`src/rtl/skinny_subcells_serial_ctrl.sv`:
```
// -----------------------------------------------------------------------------
// skinny_subcells_serial_ctrl
//
// Serial SubCells controller for first-order masked Skinny-64 (two shares).
// Streams one 4-bit share pair per cycle into an external pipelined masked
// S-box, supplies the S-box Fresh randomness, and reassembles the S-box
// outputs into the 64-bit masked result. Share 0 and share 1 travel in
// separate registers end to end and are never combined.
//
// Build option:
//   FRESH_LFSR_EN  defined   -> internal 32-bit LFSR drives sbox_fresh_o and
//                               the rand_i port is removed.
//                  undefined -> sbox_fresh_o follows rand_i combinationally.
//
// Ports:
//   clk, rst                  clock (rising edge), synchronous active-high reset
//   start_i                   start request, honoured only in IDLE
//   state_s0_i / state_s1_i   input state shares (latched at start)
//   busy_o                    run in progress (FEED or DRAIN)
//   done_o                    one-cycle pulse, result valid
//   state_s0_o / state_s1_o   result state shares, held until overwritten
//   sbox_x_s0_o / _s1_o       nibble shares to the S-box (registered)
//   sbox_fresh_o              Fresh randomness to the S-box
//   sbox_y_s0_i / _s1_i       nibble shares from the S-box
//   rand_i                    external randomness (only without FRESH_LFSR_EN)
// -----------------------------------------------------------------------------
module skinny_subcells_serial_ctrl #(
  parameter int          NIBBLES   = 16,
  parameter int          SBOX_LAT  = 3,
  parameter logic [31:0] LFSR_SEED = 32'hACE1_2468
) (
  input  logic                 clk,
  input  logic                 rst,
  input  logic                 start_i,
  input  logic [4*NIBBLES-1:0] state_s0_i,
  input  logic [4*NIBBLES-1:0] state_s1_i,
  output logic                 busy_o,
  output logic                 done_o,
  output logic [4*NIBBLES-1:0] state_s0_o,
  output logic [4*NIBBLES-1:0] state_s1_o,
  output logic [3:0]           sbox_x_s0_o,
  output logic [3:0]           sbox_x_s1_o,
  output logic [15:0]          sbox_fresh_o,
  input  logic [3:0]           sbox_y_s0_i,
  input  logic [3:0]           sbox_y_s1_i
`ifndef FRESH_LFSR_EN
  ,
  input  logic [15:0]          rand_i
`endif
);

  localparam int                W     = 4 * NIBBLES;
  localparam int                CNT_W = $clog2(NIBBLES) + 1;
  localparam logic [CNT_W-1:0]  LAST  = CNT_W'(NIBBLES - 1);

  // Elaboration-time parameter sanity.
  if (SBOX_LAT < 1) begin : g_bad_sbox_lat
    $error("SBOX_LAT must be at least 1");
  end
  if (LFSR_SEED == 32'h0) begin : g_bad_lfsr_seed
    $error("LFSR_SEED must be non-zero");
  end

  typedef enum logic [1:0] {
    IDLE  = 2'd0,
    FEED  = 2'd1,
    DRAIN = 2'd2,
    DONE  = 2'd3
  } state_t;

  state_t state_q, state_d;

  logic [CNT_W-1:0]    in_cnt;
  logic [CNT_W-1:0]    out_cnt;
  logic [W-1:0]        sh_s0, sh_s1;
  logic [3:0]          x_s0_p0, x_s1_p0;
  logic [SBOX_LAT-1:0] vld_p;
  logic [SBOX_LAT-1:0] vld_next;
  logic [W-1:0]        res_s0, res_s1;

  logic accept;
  logic issue;
  logic capture;

  assign accept  = (state_q == IDLE) && start_i;
  assign capture = vld_p[SBOX_LAT-1];

  // ---------------------------------------------------------------------------
  // FSM
  // ---------------------------------------------------------------------------
  always_ff @(posedge clk) begin
    if (rst) begin
      state_q <= IDLE;
    end else begin
      state_q <= state_d;
    end
  end

  always_comb begin
    state_d = state_q;
    busy_o  = 1'b0;
    done_o  = 1'b0;
    issue   = 1'b0;
    unique case (state_q)
      IDLE: begin
        if (start_i) begin
          state_d = FEED;
        end
      end
      FEED: begin
        busy_o = 1'b1;
        issue  = 1'b1;
        if (in_cnt == LAST) begin
          state_d = DRAIN;
        end
      end
      DRAIN: begin
        busy_o = 1'b1;
        // The last capture can never land in FEED because SBOX_LAT >= 1.
        if (capture && (out_cnt == LAST)) begin
          state_d = DONE;
        end
      end
      DONE: begin
        done_o  = 1'b1;
        state_d = IDLE;
      end
      default: begin
        state_d = IDLE;
      end
    endcase
  end

  // Valid bit follows each issued nibble through the S-box latency.
  always_comb begin
    vld_next    = vld_p << 1;
    vld_next[0] = issue;
  end

  // ---------------------------------------------------------------------------
  // Issue stage: input shift registers (pure data, no reset needed)
  // ---------------------------------------------------------------------------
  always_ff @(posedge clk) begin
    if (accept) begin
      // Nibble 0 goes straight to the S-box port; the rest wait here.
      sh_s0 <= state_s0_i >> 4;
      sh_s1 <= state_s1_i >> 4;
    end else if (issue) begin
      sh_s0 <= sh_s0 >> 4;
      sh_s1 <= sh_s1 >> 4;
    end
  end

  // ---------------------------------------------------------------------------
  // Issue stage p0: registered S-box operands, counters, valid pipe
  // ---------------------------------------------------------------------------
  always_ff @(posedge clk) begin
    if (rst) begin
      x_s0_p0 <= 4'h0;
      x_s1_p0 <= 4'h0;
      in_cnt  <= '0;
      vld_p   <= '0;
    end else begin
      vld_p <= vld_next;
      if (accept) begin
        x_s0_p0 <= state_s0_i[3:0];
        x_s1_p0 <= state_s1_i[3:0];
        in_cnt  <= '0;
      end else if (issue) begin
        in_cnt <= in_cnt + 1'b1;
        if (in_cnt == LAST) begin
          // Park the S-box inputs at zero once the last nibble is out.
          x_s0_p0 <= 4'h0;
          x_s1_p0 <= 4'h0;
        end else begin
          x_s0_p0 <= sh_s0[3:0];
          x_s1_p0 <= sh_s1[3:0];
        end
      end
    end
  end

  assign sbox_x_s0_o = x_s0_p0;
  assign sbox_x_s1_o = x_s1_p0;

  // ---------------------------------------------------------------------------
  // Capture stage: S-box outputs into result nibble out_cnt
  // ---------------------------------------------------------------------------
  always_ff @(posedge clk) begin
    if (rst) begin
      out_cnt <= '0;
      res_s0  <= '0;
      res_s1  <= '0;
    end else begin
      if (accept) begin
        out_cnt <= '0;
      end else if (capture) begin
        out_cnt <= out_cnt + 1'b1;
        for (int i = 0; i < NIBBLES; i++) begin
          if (out_cnt == CNT_W'(i)) begin
            res_s0[4*i +: 4] <= sbox_y_s0_i;
            res_s1[4*i +: 4] <= sbox_y_s1_i;
          end
        end
      end
    end
  end

  assign state_s0_o = res_s0;
  assign state_s1_o = res_s1;

  // ---------------------------------------------------------------------------
  // Fresh randomness
  // ---------------------------------------------------------------------------
`ifdef FRESH_LFSR_EN
  // Fibonacci LFSR, x^32 + x^22 + x^2 + x + 1, sixteen steps unrolled.
  function automatic logic [31:0] lfsr_adv16(input logic [31:0] s);
    logic [31:0] r;
    r = s;
    for (int i = 0; i < 16; i++) begin
      r = {r[30:0], r[31] ^ r[21] ^ r[1] ^ r[0]};
    end
    return r;
  endfunction

  logic [31:0] lfsr_q;

  always_ff @(posedge clk) begin
    if (rst) begin
      lfsr_q <= LFSR_SEED;
    end else if ((state_q == FEED) || (state_q == DRAIN)) begin
      lfsr_q <= lfsr_adv16(lfsr_q);
    end
  end

  assign sbox_fresh_o = lfsr_q[15:0];
`else
  assign sbox_fresh_o = rand_i;
`endif

endmodule
```
`config.mk`:
```
export PLATFORM = sky130hd
export DESIGN_NAME = skinny_subcells_serial_ctrl
export DESIGN_NICKNAME = d
export VERILOG_FILES = /design/src/rtl/skinny_subcells_serial_ctrl.sv
export SDC_FILE = /design/constraint.sdc
export NUM_CORES = 1
export LEC_CHECK = 0
export CAP_MARGIN = 20
export CORE_MARGIN = 2
export CORE_UTILIZATION = 41
export CTS_BUF_LIST = sky130_fd_sc_hd__clkbuf_2 sky130_fd_sc_hd__clkbuf_4 sky130_fd_sc_hd__clkbuf_8
export DETAILED_ROUTE_END_ITERATION = 16
export PLACE_DENSITY = 0.77
export SLEW_MARGIN = 0
export SYNTH_ARGS = -nofsm -noshare
export SYNTH_HDL_FRONTEND = slang
export SYNTH_SLANG_ARGS = --single-unit
```
`constraint.sdc`:
```
create_clock -name clk -period 9.6 [get_ports clk]
set_input_delay 0.96 -clock clk [delete_from_list [all_inputs] [get_ports clk]]
set_output_delay 0.96 -clock clk [all_outputs]
set_load 0.03 [all_outputs]
```
# Word level (Yosys, flattened, before mapping)
# Cells that the tools add are included.
dict set report totals {
  mem_bits_ro 0
  output_inout_bits 154
  word_cells 106
  n_memories 0
  latch_bits 0
  reg_bits 271
  inputBits 155
  ram_bits 0
}
dict set report classes {
  n_bitwise 1
  reduce_logical 24
  multipliers 0
  eq_ne 22
  n_div 0
  n_shift 0
  mux 17
  add_sub_neg 2
  order_cmp 0
}
# op n
set op_table {}
lappend op_table {{$mux 60} 4}
lappend op_table {{$reduce_and 3->1} 17}
lappend op_table {{$eq 5x4->1 const B} 9}
lappend op_table {{$mux 4} 6}
lappend op_table {{$eq 5x3->1 const B} 4}
lappend op_table {{$add 5x1->5 const B} 2}
lappend op_table {{$eq 5x2->1 const B} 2}
lappend op_table {{$pmux 2 s4} 1}
lappend op_table {{$mux 2} 3}
lappend op_table {{$ne 2x2->1 const B} 3}
lappend op_table {{$eq 5x1->1 const B} 1}
lappend op_table {{$logic_not 5->1} 1}
lappend op_table {{$eq 2x2->1 const B} 2}
lappend op_table {{$reduce_or 2->1} 2}
lappend op_table {{$mux 1} 3}
lappend op_table {{$eq 2x1->1 const B} 1}
lappend op_table {{$logic_and 1x1->1} 2}
lappend op_table {{$logic_not 2->1} 1}
lappend op_table {{$reduce_bool 2->1} 1}
lappend op_table {{$not 1->1} 1}

# Longest topological paths before layout
# Gate-level depths: netlist of run 1.
dict set report logic_depth {
  ltp_word 4
  depth_mapped 8
  mapped_depth_nobuf 6
}

# Worst setup path before layout of run 1
# No wires, ideal clock.
dict set report synth_timing {
  path_type {input-to-reg}
  startpoint {input port start_i}
  endpoint {register sh_s0[0] (enable)}
  path_stages 4
  setup_ps 500
  n_path_buf 2
  setup_slack_ps 4875
  t_arrival_ps 4225
  required_time_ps 9100
  path_cell_list {clkbuf_1 > nand2_1 > buf_2 > nand2b_1}
}
dict set report synth_via {
  elab_chain_len 2
}
# item line
set synth_rtl {}
lappend synth_rtl {{start: declaration} 34} ;# input logic start_i,
lappend synth_rtl {{$logic_and 1x1->1} 85} ;# assign accept = (state_q == IDLE) && start_i;
lappend synth_rtl {{$reduce_bool 2->1 (no source line)} --}
lappend synth_rtl {{end signal: assignment} 146} ;# sh_s0 <= state_s0_i >> 4;
lappend synth_rtl {{end signal: assignment} 149} ;# sh_s0 <= sh_s0 >> 4;
lappend synth_rtl {{end: declaration} 75} ;# logic [W-1:0] sh_s0, sh_s1;
# No other way between the ends.
# A chain may end at the register's enable or synchronous reset.

# Final worst setup path of run 1
dict set report layout_timing {
  startpoint {input port start_i}
  endpoint {register sh_s0[20] (enable)}
}
# Same word-level chain as after synthesis.

==> results of run 1 <==
-- power by group --
group | total [mW] | internal (mW) | leakage, nW | switching (mW)
Clock | 1.01 | 0.560 | 0.489 | 0.448
Combinational | 0.802 | 0.262 | 3.67 | 0.539
Sequential | 1.75 | 1.66 | 2.41 | 0.0920
Total | 3.56 | 2.48 | 6.57 | 1.08
-- routing by layer --
layer	global-route usage [%]	wire length (µm)	share of wire, %	vias up
met4	5.88	671	2.3	2
met2	32.4	13300	46	334
met5	0	13	0.045	-
met1	25.0	12300	43	3932
met3	6.25	2470	8.6	51
li1	-	-	-	4067
-- registers in the layout (all words and copies together), names as in the netlist --
signal,flops
sbox_x_s0_o,4
out_cnt,5
in_cnt,5
state_q,2
state_s1_o,64
sbox_x_s1_o,4
sh_s0,60
vld_p,3
state_s0_o,64
sh_s1,60
-- final cells by class --
type                            instances  area [µm²]
Fill cell                            2328       11900
Sequential cell                       271        6630
Multi-Input combinational cell        719        3990
Timing Repair Buffer                  281        2820
Clock buffer                           67         841
Tap cell                              341         427
Clock inverter                         14        66.3
Inverter                                7        27.5
Antenna cell                            1        2.50
-- through the flow --
step | setup WS, ps | power (mW)
floorplan | 4880 | 2.34
global placement | 5460 | 2.55
detailed placement | 5390 | 2.59
CTS | 5980 | 3.59
global route | 5770 | 3.76
finish | 5930 | 3.56
-- cell families (layout without fill, tap and decap cells) --
family / count (synthesis) / in the layout / synth area share [%]
AO/OA/AOI/OAI: 32 / 32 / 2.04
buffers and inverters: 97 / 369 / 4.08
other: 0 / 1 / 0
AND/OR/NAND/NOR: 539 / 539 / 20.3
flip-flops: 271 / 271 / 60.0
XOR/XNOR: 6 / 6 / 0.476
multiplexers: 130 / 130 / 11.8
adder cells (fa/ha/maj): 12 / 12 / 1.36
-- Yosys cell counts, types with 2 or more instances --
| cell type | number | area, µm² |
|---|---|---|
| and4bb_2 | 2 | 25.0 |
| a21oi_1 | 8 | 40.0 |
| clkbuf_1 | 54 | 203 |
| xnor2_1 | 2 | 17.5 |
| mux2i_1 | 130 | 1300 |
| dfxtp_1 | 151 | 3020 |
| buf_2 | 15 | 75.1 |
| o21ai_0 | 8 | 40.0 |
| nand3_1 | 8 | 40.0 |
| nor2b_1 | 18 | 113 |
| nand4bb_1 | 4 | 45.0 |
| buf_4 | 18 | 135 |
| edfxtp_1 | 120 | 3600 |
| and3_1 | 10 | 62.6 |
| nand4_2 | 3 | 37.5 |
| nand4_1 | 2 | 12.5 |
| nand4b_1 | 8 | 70.1 |
| nor2_1 | 10 | 37.5 |
| a211oi_1 | 2 | 15.0 |
| and2_1 | 2 | 12.5 |
| inv_1 | 7 | 26.3 |
| nand2_1 | 468 | 1760 |
| o2bb2ai_1 | 8 | 70.1 |
| ha_1 | 12 | 150 |
| buf_1 | 3 | 11.3 |
| xor2_1 | 4 | 35.0 |
-- worst max-delay path, cell delays in order --
cell and delay (ps):
clkdlybuf4s50_1 890, nand2_4 430, nand2b_4 660, buf_4 790
-- worst paths after layout --
| path | from | endpoint | slack [ps] | cells past startpoint |
|---|---|---|---|---|
| setup / recovery | start_i | sh_s0[20] | 5930 | 4 |
| hold / removal | vld_p[1] | vld_p[2] | 430 | 1 |
| setup reg to reg | state_q[1] | sh_s0[20] | 6230 | 5 |
| hold reg to reg | vld_p[1] | vld_p[2] | 430 | 1 |
==> out/metrics.cfg, run 1 <==
[die]
die_h_um = 168
num_io_pins = 309
core_um2 = 26700
die_area_um2 = 28300
start_util_pct = 41.3
fp.dieW_um = 168
rows = 60

[placement]
placed_area_um2 = 13900
dp_cells = 1619
hpwl_um = 20100
gp_congestion = 0.805
io_buffers = 276

[timing]
hold_violations = 0
skew_ps = 11.6
period_needed_ps = 3670
setup_tns_ps = 0
finalMaxSlewViolations = 0
holdWs_ps = 434
tightestPinTransition_ps = 906
setup_viol_count_final = 0
grt_setup_unrepaired = false
max-slew-margin-rel_pct = 39.6
post-route-period-util_pct = 38.3
fmax_ghz = 0.272

[cts]
cts_max_level = 2
cts_tree = built
cts_buffers = 44
cts_repair_resize_count = 0
cts_hold_buf = 0
cts_setup_buffers = 0
clk_pin_slew_ps = 60
clock_latency_ps = 540
clockBufferDepth = 3
cts.sinks = 271
cts_root_buf = clkbuf_8

[pwr]
ir_worst_vdd_v = 0.000141
powerDensity_nw_per_um2 = 241
leakagePower_nw = 6.57

[cells_and_area]
finalNonFillerCells = 1701
nets = 1491
layout_common_cells = 467 x nand2_1, 276 x clkdlybuf4s50_1, 151 x dfxtp_1, 130 x mux2i_1, 120 x edfxtp_1
area_growth_pct = 34.0
final_common_cell = nand2_1
finalInstanceArea_um2 = 14800
drive_gt1_share_pct = 6.62
utilization_pct = 55.4

[synth]
synth-main-ff-cell = dfxtp_1
yosysSeqAreaShare_pct = 60.0
synth.distinct_cells = 36
syn_avg_cell_area_um2 = 10.2
synth_area_um2 = 11000
synth_edf_count = 120
synth-seq-cells = 271
synthArstFlopShare_pct = 0
synth_nets = 1254
synth_cells = 1087
ys_warn_count = 0

[global_route]
grt_max_degree = 91
grt_pass1_vias = 8157
grt_pass1_wl_um = 43800
antenna_found_initial = 3
grtUsageTotal_pct = 19.7
overflow = 0

[detailed_routing]
drc = 0
post_drt_wl_per_cell_um = 16.9
ant_nets = 0
via_per_inst = 4.93
detail_route.iter0.violations = 596
wl_um = 28700
vias = 8386
drtPass1Iterations = 4

[status]
outcome = finished, final reports clean

[job]
maxCapViolations = 0

[worst_setup_path]
cp_max_fo = 71
critPathLaunchType = input pin
cp_data_required_time_ps = 9760
worstPathArrival_ps = 3840
crit_type = input pin to flop
end_kind = flop

[min_path]
hold_class = flop to flop

Power figures use the tool's default switching activity.
==> run 2: changes to the inputs <==
clock period = 3.68 ns   (was 9.6 ns; I/O delays follow)
==> out/metrics.cfg, run 2 (synthesis gave the netlist of run 1 again) <==
[detailed_routing]
post_drt_wl_per_cell_um = 16.9
wl_um = 29000
ant_nets = 0
drc = 0
drtPass1Iterations = 4
via_per_inst = 4.92
wl_met2_um = 13700
detail_route.iter0.violations = 557
wl_met1_um = 12200
route.met3.wl_um = 2250
top_layer = met5
vias = 8428

[timing]
max-slew-margin-rel_pct = 43.9
post-route-period-util_pct = 66.4
setup_tns_ps = 0
hold_violations = 0
finalMaxSlewViolations = 0
setup_viol_count_final = 0
holdWs_ps = 434
period_needed_ps = 2440
skew_ps = 28.0
fmax_ghz = 0.409
tightestPinTransition_ps = 840
grt_setup_unrepaired = false

[status]
outcome = finished, final reports clean

[global_route]
grt_pass1_vias = 8381
grt_max_degree = 129
antenna_found_initial = 2
overflow = 0
grt_pass1_wl_um = 44300
grtUsageTotal_pct = 19.8

[cells_and_area]
nets = 1502
drive_gt1_share_pct = 7.74
layout_common_cells = 467 x nand2_1, 276 x clkdlybuf4s50_1, 151 x dfxtp_1, 130 x mux2i_1, 120 x edfxtp_1
final_common_cell = nand2_1
fillCellCount = 2307
area_growth_pct = 35.7
finalInstanceArea_um2 = 15000

[worst_setup_path]
worstPathArrival_ps = 2880
cp_max_fo = 17
r2r_setup_slack_ps = 1240
cp_data_required_time_ps = 4120
critPathLaunchType = flop
crit_type = flop to flop
end_kind = flop

[die]
num_io_pins = 309
fp.dieW_um = 168
core_um2 = 26700
die_area_um2 = 28300
rows = 60
start_util_pct = 41.3
die_h_um = 168

[cts]
cts.sinks = 271
cts_tree = built
clock_latency_ps = 550
cts_max_level = 2
cts_repair_resize_count = 0
cts_root_buf = clkbuf_8
cts_setup_buffers = 0
cts_hold_buf = 0
cts_buffers = 45
clk_pin_slew_ps = 60
clockBufferDepth = 3

[pwr]
ir_worst_vdd_v = 0.000673
powerDensity_nw_per_um2 = 643
switchingPower_mw = 2.87
seqPwrFrac_pct = 47.8
power.internal_mw = 6.76
combPwrFrac_pct = 22.0
leakagePower_nw = 6.67
power.share.clock_pct = 30.2
switching_share_pct = 29.8

[placement]
hpwl_um = 19900
placed_area_um2 = 14000
gp_congestion = 0.795
io_buffers = 276

[min_path]
hold_class = flop to flop

[job]
maxCapViolations = 0

run 2: cell types whose count changed in the layout (fill, tap and decap cells not counted), sizes merged:
cell | previous run | this run
buf | 5 | 15
bufinv | 0 | 3
clkbuf | 67 | 71
clkinv | 14 | 7
inv | 7 | 8
run 2: power by group through the flow:
| stage | clock network [mW] | logic, mW | registers, mW |
|---|---|---|---|
| 2_1_floorplan | 0 | 1.40 | 4.64 |
| 3_3_place_gp | 0 | 2.08 | 4.65 |
| 3_5_place_dp | 0 | 2.15 | 4.66 |
| 4_1_cts | 2.97 | 2.16 | 4.61 |
| 5_1_grt | 3.11 | 2.39 | 4.67 |
| 6_report | 2.91 | 2.12 | 4.60 |
run 2: critical path: stages (launching register included):
cell and delay (ps):
dfxtp_1 380, inv_1 100, ha_1 450, a21boi_4 520, nand4b_1 560, mux2i_1 330
run 2: through the flow:
| stage | utilization [%] | setup WS [ps] | instances | power, mW |
|---|---|---|---|---|
| after floorplan | - | 614 | 1087 | 6.04 |
| after global placement | 52.3 | 977 | 1629 | 6.73 |
| after detailed placement | 52.3 | 948 | 1629 | 6.81 |
| after CTS | 56.1 | 1230 | 1711 | 9.74 |
| after global routing | 56.1 | 1010 | 1711 | 10.2 |
| final | 56.1 | 1240 | 1712 | 9.63 |
run 2: layout make-up:
type	count	area, µm²	area share, %
Inverter	7	27.5	0.184
Antenna cell	1	2.50	0.0167
Timing Repair Buffer	291	2910	19.4
Clock inverter	11	139	0.927
Multi-Input combinational cell	719	3990	26.6
Tap cell	341	427	2.85
Clock buffer	71	865	5.77
Sequential cell	271	6630	44.2
run 2: path summary, 6_finish.rpt:
path / start / end / cells past startpoint
worst max-delay path: state_q[0] / state_s1_o[44] / 5
worst min-delay path: vld_p[0] / vld_p[1] / 1
worst max register to register: state_q[0] / state_s1_o[44] / 5
worst min register to register: vld_p[0] / vld_p[1] / 1
run 2: per-layer routing:
layer,vias to the layer above,track usage (%)
met5,-,0
met2,320,34.0
met4,4,6.52
met3,60,5.29
met1,3964,24.4
li1,4080,-
